`config.mk`:
```
export PLATFORM = sky130hd
export DESIGN_NAME = div16by8
export DESIGN_NICKNAME = d
export VERILOG_FILES = /design/src/rtl/div16by8.sv
export SDC_FILE = /design/constraint.sdc
export NUM_CORES = 1
export LEC_CHECK = 0
export ABC_AREA = 1
export BUFFER_PORTS_ARGS = -buffer_cell sky130_fd_sc_hd__buf_4
export CELL_PAD_IN_SITES_DETAIL_PLACEMENT = 0
export CELL_PAD_IN_SITES_GLOBAL_PLACEMENT = 1
export CORE_UTILIZATION = 40
export CTS_CLUSTER_SIZE = 24
export DETAILED_ROUTE_END_ITERATION = 10
export GPL_TIMING_DRIVEN = 0
export PLACE_DENSITY = 0.82
export SYNTH_ARGS = -nofsm -noshare
export SYNTH_HDL_FRONTEND = slang
export SYNTH_SLANG_ARGS = --single-unit
```
`constraint.sdc`:
```
create_clock -name clk -period 2.95 [get_ports clk]
set_input_delay 0.885 -clock clk [delete_from_list [all_inputs] [get_ports clk]]
set_output_delay 0.885 -clock clk [all_outputs]
set_load 0.02 [all_outputs]
```
`src/rtl/div16by8.sv`:
```
// Sequential unsigned 16-by-8 restoring divider: {DH,DL} / Divisor -> Q, R, O.
// One quotient bit per cycle; overflow and divide-by-zero are flagged without iterating.
module div16by8 (
  input  logic       clk,
  input  logic       rst_n,
  input  logic       Start,
  input  logic [7:0] DH,
  input  logic [7:0] DL,
  input  logic [7:0] Divisor,
  output logic [7:0] Q,
  output logic [7:0] R,
  output logic       O,
  output logic       Busy,
  output logic       Done
);

  localparam logic [1:0] S_IDLE = 2'd0;
  localparam logic [1:0] S_RUN  = 2'd1;
  localparam logic [1:0] S_DONE = 2'd2;

  logic [1:0] r_state;
  logic [7:0] r_dl;
  logic [7:0] r_div;
  logic [8:0] r_rem;
  logic [6:0] r_quo;
  logic [2:0] r_cnt;
  logic [7:0] r_q;
  logic [7:0] r_r;
  logic       r_o;

  logic [8:0] w_shift;
  logic [8:0] w_diff;
  logic [8:0] w_rem_next;
  logic       w_ge;

  // Bit 8 of the remainder can never be set after a restoring step, but folding
  // it into the compare keeps the comparison exact over the full 10-bit value.
  assign w_shift    = {r_rem[7:0], r_dl[7]};
  assign w_ge       = r_rem[8] | (w_shift >= {1'b0, r_div});
  assign w_diff     = w_shift - {1'b0, r_div};
  assign w_rem_next = w_ge ? w_diff : w_shift;

  // NOTE: every register, datapath included, is reset so an aborted division leaves no residue.
  always_ff @(posedge clk or negedge rst_n) begin
    if (!rst_n) begin
      r_state <= S_IDLE;
      r_dl    <= 8'h00;
      r_div   <= 8'h00;
      r_rem   <= 9'h000;
      r_quo   <= 7'h00;
      r_cnt   <= 3'd0;
      r_q     <= 8'h00;
      r_r     <= 8'h00;
      r_o     <= 1'b0;
    end else begin
      case (r_state)
        S_IDLE: begin
          if (Start) begin
            r_dl  <= DL;
            r_div <= Divisor;
            if (Divisor == 8'h00 || DH >= Divisor) begin
              r_o     <= 1'b1;
              r_q     <= 8'hFF;
              r_r     <= 8'h00;
              r_state <= S_DONE;
            end else begin
              r_o     <= 1'b0;
              r_rem   <= {1'b0, DH};
              r_quo   <= 7'h00;
              r_cnt   <= 3'd0;
              r_state <= S_RUN;
            end
          end
        end
        S_RUN: begin
          r_rem <= w_rem_next;
          r_quo <= {r_quo[5:0], w_ge};
          r_dl  <= {r_dl[6:0], 1'b0};
          r_cnt <= r_cnt + 3'd1;
          if (r_cnt == 3'd7) begin
            r_q     <= {r_quo, w_ge};
            r_r     <= w_rem_next[7:0];
            r_state <= S_DONE;
          end
        end
        S_DONE:  r_state <= S_IDLE;
        default: r_state <= S_IDLE;
      endcase
    end
  end

  assign Q    = r_q;
  assign R    = r_r;
  assign O    = r_o;
  assign Busy = (r_state == S_RUN);
  assign Done = (r_state == S_DONE);

endmodule

```
# Yosys cells after proc, flatten, opt, wreduce, memory -nomap -nowiden
# Cells that the tools add are included.
[totals]
output_inout_bits = 19
ff_bits = 54
inputBits = 27
elab_cells = 55
[classes]
eq_ne = 7
n_bitwise = 1
add_sub_neg = 2
n_mux = 25
reduce_logical = 9
order_cmp = 2
[ops]
columns = ["cell", "count"]
rows = [
  ["$mux 8", 7],
  ["$pmux 8 s2", 3],
  ["$mux 9", 3],
  ["$pmux 9 s2", 1],
  ["$mux 7", 2],
  ["$pmux 7 s2", 1],
  ["$ge 9x8->1", 1],
  ["$sub 9x8->9", 1],
  ["$ge 8x8->1", 1],
  ["$logic_not 8->1", 1],
  ["$mux 2", 3],
  ["$mux 3", 2],
  ["$ne 2x2->1 const B", 3],
  ["$pmux 3 s2", 1],
  ["$reduce_and 2->1", 3],
  ["$pmux 2 s2", 1],
  ["$reduce_and 4->1", 1],
  ["$add 3x1->3 const B", 1],
  ["$eq 3x3->1 const B", 1],
  ["$reduce_and 3->1", 1],
  ["$eq 2x1->1 const B", 1],
  ["$eq 2x2->1 const B", 1],
  ["$logic_not 2->1", 1],
  ["$ne 2x1->1 const B", 1],
  ["other kinds (4)", 4],
]

# Longest topological paths before layout
# Gate-level depths: netlist of the first run.
[depth]
depth_word = 5
mapped_depth = 13
ltp_nobuf = 13

# Worst setup path after synthesis of the first run
# OpenSTA, ideal clock, no wires.
[synth_timing]
path_type = "in2reg"
start = "input port Divisor[7]"
end = "register r_q[0] (netlist: Q[0])"
stages = 10
path_slack_ns = 0.647
required_ns = 2.834
arrival_ns = 2.186
n_path_buf = 1
setup_time_ns = 0.116
path_cell_list = "inv_1 > ha_1 > a21o_1 > nor2_1 > nand4_4 > nor2_1 > nor2_4 > buf_6 > nand2_1 > nand2_1"
[synth_between]
elab_chain_len = 4
elab_cells_between_ends = 5
classes_between = "order compare: 1; eq/ne: 1; reduce/logical: 3"
[synth_rtl]
columns = ["element", "line_no", "text"]
rows = [
  ["from (decl)", "9", "input logic [7:0] Divisor,"],
  ["$ge 8x8->1 / $logic_not 8->1 (equally long branches)", "61", "if (Divisor == 8'h00 || DH >= Divisor) begin"],
  ["$logic_or 1x1->1 *", "61", ""],
  ["$ne 2x2->1 (no line) *", "--", ""],
  ["$reduce_and 4->1 (no line) *", "--", ""],
  ["to (signal assigned)", "81", "r_q <= {r_quo, w_ge};"],
  ["to (decl)", "27", "logic [7:0] r_q;"],
]
# Every way passes the cells marked *; elsewhere a longest branch is shown, timed or not.
# A chain may end at the register's enable or synchronous reset.

# Final worst setup path of the first run
[layout_timing]
start = "register r_state[0]"
end = "output port Busy"
[layout_between]
elab_chain_len = 1
[layout_rtl]
columns = ["element", "line_no", "text"]
rows = [
  ["from (decl)", "21", "logic [1:0] r_state;"],
  ["from (signal assigned)", "46", "r_state <= S_IDLE;"],
  ["from (signal assigned)", "65", "r_state <= S_DONE;"],
  ["from (signal assigned)", "71", "r_state <= S_RUN;"],
  ["$eq 2x1->1", "95", "assign Busy = (r_state == S_RUN);"],
  ["to (decl)", "13", "output logic Busy,"],
]
# No other way between the ends.

==> metrics, run 1 <==
I/O Buffers 45; Gate power share 61.2%; synth cell count leaders nand2_1, dfrtp_1, inv_1, nand3_1, o21ai_0; status completed; Post-route DRC 0; initial antenna violation count 0; Root Driver clkbuf_8; fill count 760; post-route insts no fill ~570; EDFF count, synth 0; WL per Instance 13.4 um; Reg area ~0.0014 sq mm; global route total overflow 0; Die Y 91.3 um; Critical Path Sink Type output pin; share of cells above drive strength 1 16.8%; crit-path max FO 10; Setup TNS Final 0 ps; post-synthesis cell count 410; vias in the first global route 2730; Cell Area, Synth between 0.003 and 0.004 sq mm; Final ANT Viol Nets 0; Ys Warns 0; #FFs+latches synth 54; sequential share of the synthesized area a little over two fifths; footprint of the multi-input gates 0.00153 sq mm; Worst Tran Pin Value 686 ps; syn avg cell area a little under 8 sq um; Flop pwr share 28.9%; std cell rows 32; largest net degree at the start of global routing 55; Main synth FF type dfrtp_1; Final Skew around 8.6 ps; Area contributors post-synth dfrtp_1, nand2_1, ha_1; P_sw 2.23 mW; Int Power 2.27 mW; Area Growth Syn to Fin 17.7%; Starting Density 41.3%; drt initial violations 190; Worst-path clk slew 110 ps; core area 0.00773 sq mm; DP Wirelength 5.78 mm; switching portion of total power 49.5%; Final GP Congestion 0.786; Synth area leader dfrtp_1; die area 0.00833 sq mm; Slew headroom 54.3%; RSZ-0062 raised after global routing no; R2R setup slack around 930 ps; PwrDens 1200 mW/mm^2; vias 2778; Max-cap violations 0; CTS tree built; top-count cell post-synth nand2_1; Vias/cell 4.92; Final Cycle Share 86.2%; Yosys top cell area share between 40% and 50%; CTS buffer count 5; max-slew violation count 0; final wirelength 7.57 mm; Worst EP required 2070 ps; unique cell type count in the Yosys netlist 33; final net count 508; I/O pins 46; maximum clock path buffer count 2; Post-CTS Setup Bufs 0; hold_buf cts 0; Setup violations, final 0; crit path kind reg2out; Pleak between 2 and 2.5 nW; Async S/R FF share, synth 100%; H-tree Lvls 2; HP Class reg2reg; Die X 91.3 um; first-pass GRT wire length 13.2 mm; total power ~4.5 mW; Final Critical Period approximately 2500 ps; GRT Overall Usage 20.1%; Worst Path Arrival about 1700 ps; Sink Count 54; Fin. Hold Viols 0; Achievable Freq 0.393 GHz; post-layout util 48.5%; # diodes 0; clock network fraction of design power 10.0%; Peak VDD IR 0.000361 V; syn_nets 456; startpoint types register; First-pass DRT Iterations 4; placed cell count 557; clock latency on the worst-skew pair 320 ps; post-cts sizing count 0
## power by group through the flow
stage / Clock [mW] / Sequential (mW) / Combinational, mW
2_1_floorplan: 0 / 1.38 / 1.90
3_3_place_gp: 0 / 1.29 / 2.73
3_5_place_dp: 0 / 1.31 / 2.75
4_1_cts: 0.460 / 1.30 / 2.76
5_1_grt: 0.488 / 1.34 / 3.16
6_report: 0.448 / 1.30 / 2.75
## flip-flops by register name, indices dropped and copies added, names as in the netlist
register	flops
R	8
r_state	2
r_quo	7
r_cnt	3
r_dl	8
r_div	8
r_rem	9
Q	8
O	1
## cells by family after synthesis
| logic type | after synthesis | synth area share [%] |
|---|---|---|
| AO/OA/AOI/OAI | 38 | 8.05 |
| multiplexers | 1 | 0.353 |
| buffers and inverters | 70 | 9.73 |
| AND/OR/NAND/NOR | 225 | 31.0 |
| flip-flops | 54 | 42.4 |
| adder cells (fa/ha/maj) | 19 | 7.69 |
| XOR/XNOR | 3 | 0.824 |
## through the flow
stage,worst slack [ps],area (sq um),hold slack [ps]
floorplan,647,3190,442
detailed placement,368,3650,459
global placement,387,3650,456
finish,408,3750,487
CTS,396,3750,487
global route,282,3750,507
## final timing paths
kind                            endpoint        from  depth (start not counted)
max in group asynchronous       r_rem[2]       rst_n                          1
worst min register to register  r_quo[0]    r_quo[0]                          2
worst min-delay path            r_quo[0]    r_quo[0]                          2
worst max-delay path                Busy  r_state[0]                          5
min in group asynchronous           Q[4]       rst_n                          1
worst max register to register      R[2]    r_div[2]                         12
## final cells by class
class                           count  share of cell area, %
Tap cell                          102                   3.40
Inverter                           57                   5.84
Multi-Input combinational cell    286                   40.7
Clock buffer                        5                   1.83
Clock inverter                      3                  0.767
Buffer                             13                   2.43
Sequential cell                    54                   36.0
Timing Repair Buffer               45                   9.01
## worst max-delay path: stages (launching register included)
cell and delay, ps:
dfrtp_1 490, inv_4 130, nor2_8 110, buf_4 180, buf_2 250, buf_4 180
## per-layer routing
metal | global-route usage (%) | up-vias | wire [um]
met2 | 32.2 | 77 | 3420
met5 | 0 | - | 0
met3 | 2.85 | 11 | 297
li1 | - | 1415 | -
met1 | 28.3 | 1275 | 3720
met4 | 5.82 | 0 | 130
## placed cells by master, fill, tap and decap left out, types with 2 or more instances in the layout
cell type  count
ha_1          18
a21oi_1        6
nand4_1       17
clkbuf_1       3
buf_4         47
xnor2_1        2
clkinv_4       2
nor3_1         2
o21ai_0       19
inv_4          2
o21ai_4        2
nor2_1        14
nand2_1      161
nand2_4        2
dfrtp_1       54
o221ai_1       7
nand3_1       23
buf_6          4
inv_1         53
clkbuf_8       5
buf_2          4
inv_2          2
Note: power is estimated with default switching activity, not from simulation.
==> run 2: changes to the inputs <==
ABC_AREA = unset   (was 1)
CORE_MARGIN = 2   (was unset)
clock period = 2.3 ns   (was 2.95 ns; I/O delays follow)
==> metrics, run 2 <==
largest net degree at the start of global routing 55 (unchanged); Main synth FF type dfrtp_1; I/O pins 46 (unchanged); vias in the first global route 2445 (-10%); reg-to-reg startpoint r_div[1]; CTS tree built; status completed; final wirelength 7.34 mm (-3.1%); most frequent cells in the layout dfrtp_1, buf_4, nand2_1; crit-path max FO 10 (unchanged); first-pass GRT wire length 12.1 mm (-8.1%); Final GP Congestion 0.883 (+12%); max-slew violation count 0 (unchanged); Worst-path clk slew 100 ps (about the same); Worst Path Arrival 2490 ps (+830 ps); HP Class in2async; Die X 91.7 um (+0.41%); Ys Warns 0 (unchanged); Area contributors post-synth dfrtp_1, ha_1, mux2i_1; Critical Path Sink Type register; Final Critical Period 2250 ps; Placed Instance Area 0.00353 sq mm (-3.3%); Register-to-Register Path Depth 9 (-3); hold_ws 413 ps (-74.5 ps); Sink Count 54 (unchanged); Root Driver clkbuf_8; Yosys top cell area share 44.0% (+1.6 points); syn avg cell area 9.79 sq um (+26%); GRT Overall Usage 18.2% (-1.9 points); die area 0.00840 sq mm (+0.82%); Area Growth Syn to Fin 22.8%; global route total overflow 0 (unchanged); #FFs+latches synth 54 (unchanged); First-pass DRT Iterations 5 (+1); Pleak 1.77 nW (-15%); post-synthesis cell count 314 (-23%); Cell Area, Synth 0.00307 sq mm (-3.6%); design area 0.00377 sq mm (+0.60%); Top reg by flops r_rem; startpoint types register; Worst Setup SP r_div[1]; M1 GR Usage 25.5% (-2.7 points); Final Cycle Share between 90% and 100%; Setup violations, final 0 (unchanged); core area 0.00733 sq mm (-5.1%); met3 GRT Util 2.71% (-0.14 points); sequential share of the synthesized area 44.0% (+1.6 points); DP Wirelength 5.31 mm (-8.2%); Final Skew 7.92 ps (-0.700 ps); Setup TNS Final 0 ps (unchanged); top-count cell post-synth dfrtp_1; clock latency on the worst-skew pair 310 ps (about the same); initial antenna violation count 0 (unchanged); Async S/R FF share, synth 100% (unchanged); RSZ-0062 raised after global routing yes; # diodes 0 (unchanged); Achievable Freq 0.445 GHz; PwrDens 1500 mW/mm^2 (+25%); I/O Buffers 45 (unchanged); crit path kind reg2reg; EDFF count, synth 0 (unchanged); Fin. Hold Viols 0 (unchanged); Peak VDD IR 0.000665 V (+84%); maximum clock path buffer count 2 (unchanged); Die Y 91.7 um (+0.41%); M2 GR Usage 29.4% (-2.8 points); max reg flops 9 (unchanged); Vias/cell 5.19 (+5.5%); CTS buffer count 5 (unchanged); Starting Density 41.9% (+0.66 points); most common cell after layout, fill and taps aside dfrtp_1; share of cells above drive strength 1 26.7% (+9.8 points); Slew headroom 53.5% (-0.78 points); GRT Max-Usage Layer met2; drt initial violations 104 (-45%); syn_nets 360 (-21%); final net count 416 (-18%); Max-cap violations 0 (unchanged); Post-route DRC 0 (unchanged); Worst Tran Pin Value 697 ps (+11.7 ps); Worst EP required 2540 ps (+470 ps); std cell rows 31 (-3.1%); Synth area leader dfrtp_1; unique cell type count in the Yosys netlist 47 (+42%); synth cell count leaders dfrtp_1, nand2_1, inv_1, a21oi_1, o21ai_0; WL per Instance 15.6 um (+16%); Final ANT Viol Nets 0 (unchanged); H-tree Lvls 2 (unchanged); vias 2439 (-12%); total power 5.67 mW (+26%)
## run 2: changes by cell type after synthesis, sizes merged, moves of 8 or more
| cell | delta |
|---|---|
| nor2b | +12 |
| nand2 | -129 |
| inv | -28 |
| nand4 | -13 |
| a21oi | +18 |
| mux2i | +19 |
| nor3 | +8 |
| o21ai | +17 |
| nand3 | -22 |
## run 2: per-layer routing
metal	vias up	part of all wire, %
met5	-	0
met2	47	47
met4	0	1.4
met3	8	3.9
li1	1208	-
met1	1176	47
## run 2: area by class of cell
class	instances	area [sq um]
buffer	14	101
clock buffer	6	72.6
clock inverter	2	37.5
fill	676	3560
inverter	29	109
multi-input combinational	216	1600
sequential	54	1350
tap	99	124
timing repair buffer	50	375
## run 2: worst max-delay path, stage by stage (launching register included)
cell	delay [ps]
dfrtp_1	400
inv_2	50
ha_1	300
nor2b_4	130
o31a_4	290
o31ai_4	210
nor2b_4	200
buf_12	150
mux2_4	310
mux2i_1	130
## run 2: kinds of logic (layout without fill, tap and decap cells)
logic type	count (synthesis)	count (layout)	share of synthesized area, %
fa+ha+maj	19	19	7.98
xor+xnor	3	3	0.855
flops	54	54	44.0
simple gates	82	82	14.0
compound gates	90	90	19.2
buf+inv	44	101	6.43
mux	22	22	7.53
## run 2: metrics by stage
step	cells	worst slack (ps)	util, %
2_1_floorplan	314	59.7	-
5_1_grt	470	-27.0	51.5
3_3_place_gp	458	-252	48.2
4_1_cts	466	7.86	50.2
3_5_place_dp	458	-319	48.2
6_report	470	50.3	51.5
## run 2: final timing paths
| check | slack (ps) | endpoint |
|---|---|---|
| max | 50 | r_rem[1] |
| min reg2reg | 500 | R[7] |
| max reg2reg | 50 | r_rem[1] |
| min | 410 | Q[2] |
| max in group asynchronous | 1410 | r_rem[4] |
| min in group clk | 500 | R[7] |
## run 2: timing repair
action | 4_1_cts | 5_1_grt
hold buffers | 0 | 0
setup endpoints to repair | 11 | 32
endpoints found under the hold margin | 0 | 0
pin swaps | 2 | 8
setup buffers | 1 | 4
resized for setup | 6 | 16
## run 2: power by group
| group | switching (mW) | internal (mW) |
|---|---|---|
| logic | 1.86 | 1.51 |
| clock network | 0.320 | 0.325 |
| registers | 0.270 | 1.38 |
| total | 2.45 | 3.22 |
==> run 3: changes to the inputs <==
CORE_MARGIN = unset   (was 2)
clock period = 2 ns   (was 2.3 ns; I/O delays follow)
==> metrics, run 3 (synthesis results as in run 2) <==
vias 2568 (+5.3%); Met1 Wirelength 3.68 mm (+6.3%); share of cells above drive strength 1 38.1% (+11 points); RSZ-0062 raised after global routing yes; placed cell count 458 (unchanged); max reg flops 9 (unchanged); Worst Path Arrival 2470 ps (-20 ps); WL met2 3.77 mm (+8.3%); crit path kind reg2reg; maximum clock path buffer count 2 (unchanged); Final WS setup -238 ps (-289 ps); Critical Path Sink Type register; CTS buffer count 5 (unchanged); cell mode on critical path nor2b_4; PwrDens 1730 mW/mm^2 (+15%); crit-path cells inv_2 -> ha_4 -> nor2b_4 -> o31a_4 -> o31ai_4 -> nor2b_4 -> buf_12 -> mux2_4 -> mux2i_1; first-pass GRT wire length 12.2 mm (+0.40%); Pleak 1.93 nW (+8.9%); Max-cap violations 0 (unchanged); I/O Buffers 45 (unchanged); Register-to-Register Path Depth 9 (unchanged); startpoint types register; WL per Instance 16.0 um (+2.7%); Achievable Freq 0.447 GHz (+0.50%); GRT Overall Usage 20.2% (+2.0 points); status finished with violations; Final Skew 4.07 ps (-3.85 ps); reg-to-reg startpoint r_div[1]; I/O pins 46 (unchanged); Post-route DRC 0 (unchanged); H-tree Lvls 2 (unchanged); core area 0.00733 sq mm (unchanged); Slew headroom 53.9% (+0.44 points); HP Class in2async; Vias/cell 5.24 (+0.99%); Die X 89.7 um (-2.2%); post-route insts no fill 490 (+4.3%); die area 0.00804 sq mm (-4.3%); routed wl met3 298 um (+3.1%); largest net degree at the start of global routing 55 (unchanged); Worst-path clk slew 100 ps (about the same); Area Growth Syn to Fin 38.6%; vias in the first global route 2450 (+0.20%); final wirelength 7.85 mm (+7.0%); crit-path max FO 5 (-5); Sink Count 54 (unchanged); initial antenna violation count 0 (unchanged); Peak VDD IR 0.000893 V (+34%); Worst EP required 2230 ps (-310 ps); CP top delay family compound AO/OA/AOI/OAI gates; drt initial violations 163 (+57%); post-layout util 58.1% (+6.6 points); WP buf/inv 2 (unchanged); reg2reg end r_rem[0]; Critical Path Slowest Stage Cell dfrtp_1; critical path endpoint r_rem[0]; Final GP Congestion 0.858 (-2.8%); crit-path max cell delay 420 ps (+20 ps); Final Cycle Share 112% (+14 points); Fin. Hold Viols 0 (unchanged); R2R setup slack -240 ps (-290 ps); final net count 436 (+4.8%); Die Y 89.7 um (-2.2%); Top reg by flops r_rem; Worst Setup SP r_div[1]; Starting Density 41.9% (unchanged); Final ANT Viol Nets 0 (unchanged); clock latency on the worst-skew pair 300 ps (about the same); # diodes 0 (unchanged); CTS tree built; Final Critical Period 2240 ps (-11.2 ps); First-pass DRT Iterations 4 (-1); Setup violations, final 17 (+17); global route total overflow 0 (unchanged); hold_buf cts 0 (unchanged); DP Wirelength 5.33 mm (+0.42%); Worst Tran Pin Value 691 ps (-6.59 ps); max-slew violation count 0 (unchanged); std cell rows 31 (unchanged); failing checks negative setup slack; most frequent cells in the layout dfrtp_1, buf_4, nand2_1; Root Driver clkbuf_8; Crit. path cell count 9 (unchanged); top routing layer in use met4
[run 3: cell count changes in the layout (fill, tap and decap cells not counted), sizes merged]
cell	previous run	this run
buf	60	78
clkbuf	10	12
clkinv	0	2
bufinv	1	0
clkinvlp	1	0
[run 3: worst min-delay path by stage]
stage / start / to / cells after the start
global placement: R[7] / R[7] / 2
global route: rst_n / r_quo[5] / 1
detailed placement: O / O / 1
finish: rst_n / Q[6] / 1
CTS: rst_n / Q[6] / 1
floorplan: rst_n / O / 0
[run 3: cell type report]
class | count | area [sq um]
repair buffers | 69 | 613
clock inverters | 2 | 13.8
clock buffers | 6 | 72.6
multi-input cells | 216 | 1830
plain buffers | 15 | 133
inverters | 29 | 124
well taps | 99 | 124
flip-flops and latches | 54 | 1350
fillers | 642 | 3070
[run 3: what timing repair did]
action | in CTS | in global routing
setup endpoints to repair | 33 | 27
cloned | 2 | 2
buffers inserted | 14 | 6
resized for setup | 25 | 51
pin swaps | 9 | 13
[run 3: where the power goes]
group	internal, mW	switching (mW)
Sequential	1.58	0.347
Clock	0.248	0.362
Combinational	2.35	2.47
Total	4.19	3.18
[run 3: stage by stage]
| step | setup slack [ps] | TNS, ps | hold WS [ps] | total power, mW | area [sq um] |
|---|---|---|---|---|---|
| after floorplan | -81.4 | -473 | 304 | 4.58 | 3140 |
| after global placement | -394 | -11920 | 476 | 5.46 | 3600 |
| after detailed placement | -398 | -11790 | 483 | 5.56 | 3600 |
| after CTS | -203 | -2500 | 358 | 6.77 | 3970 |
| after global routing | -310 | -4000 | 380 | 7.87 | 4260 |
| final | -238 | -2710 | 319 | 7.37 | 4260 |
[run 3: metal layers]
metal  vias to the layer above  GRT usage [%]
li1                       1244              -
met4                         0           5.34
met1                      1258           27.4
met3                         9           3.29
met2                        57           33.7
met5                         -              0
[run 3: worst register-to-register path: stages (launching register included)]
cell and delay (ps):
dfrtp_1 420, inv_2 90, ha_4 200, nor2b_4 120, o31a_4 290, o31ai_4 200
nor2b_4 240, buf_12 150, mux2_4 310, mux2i_1 140
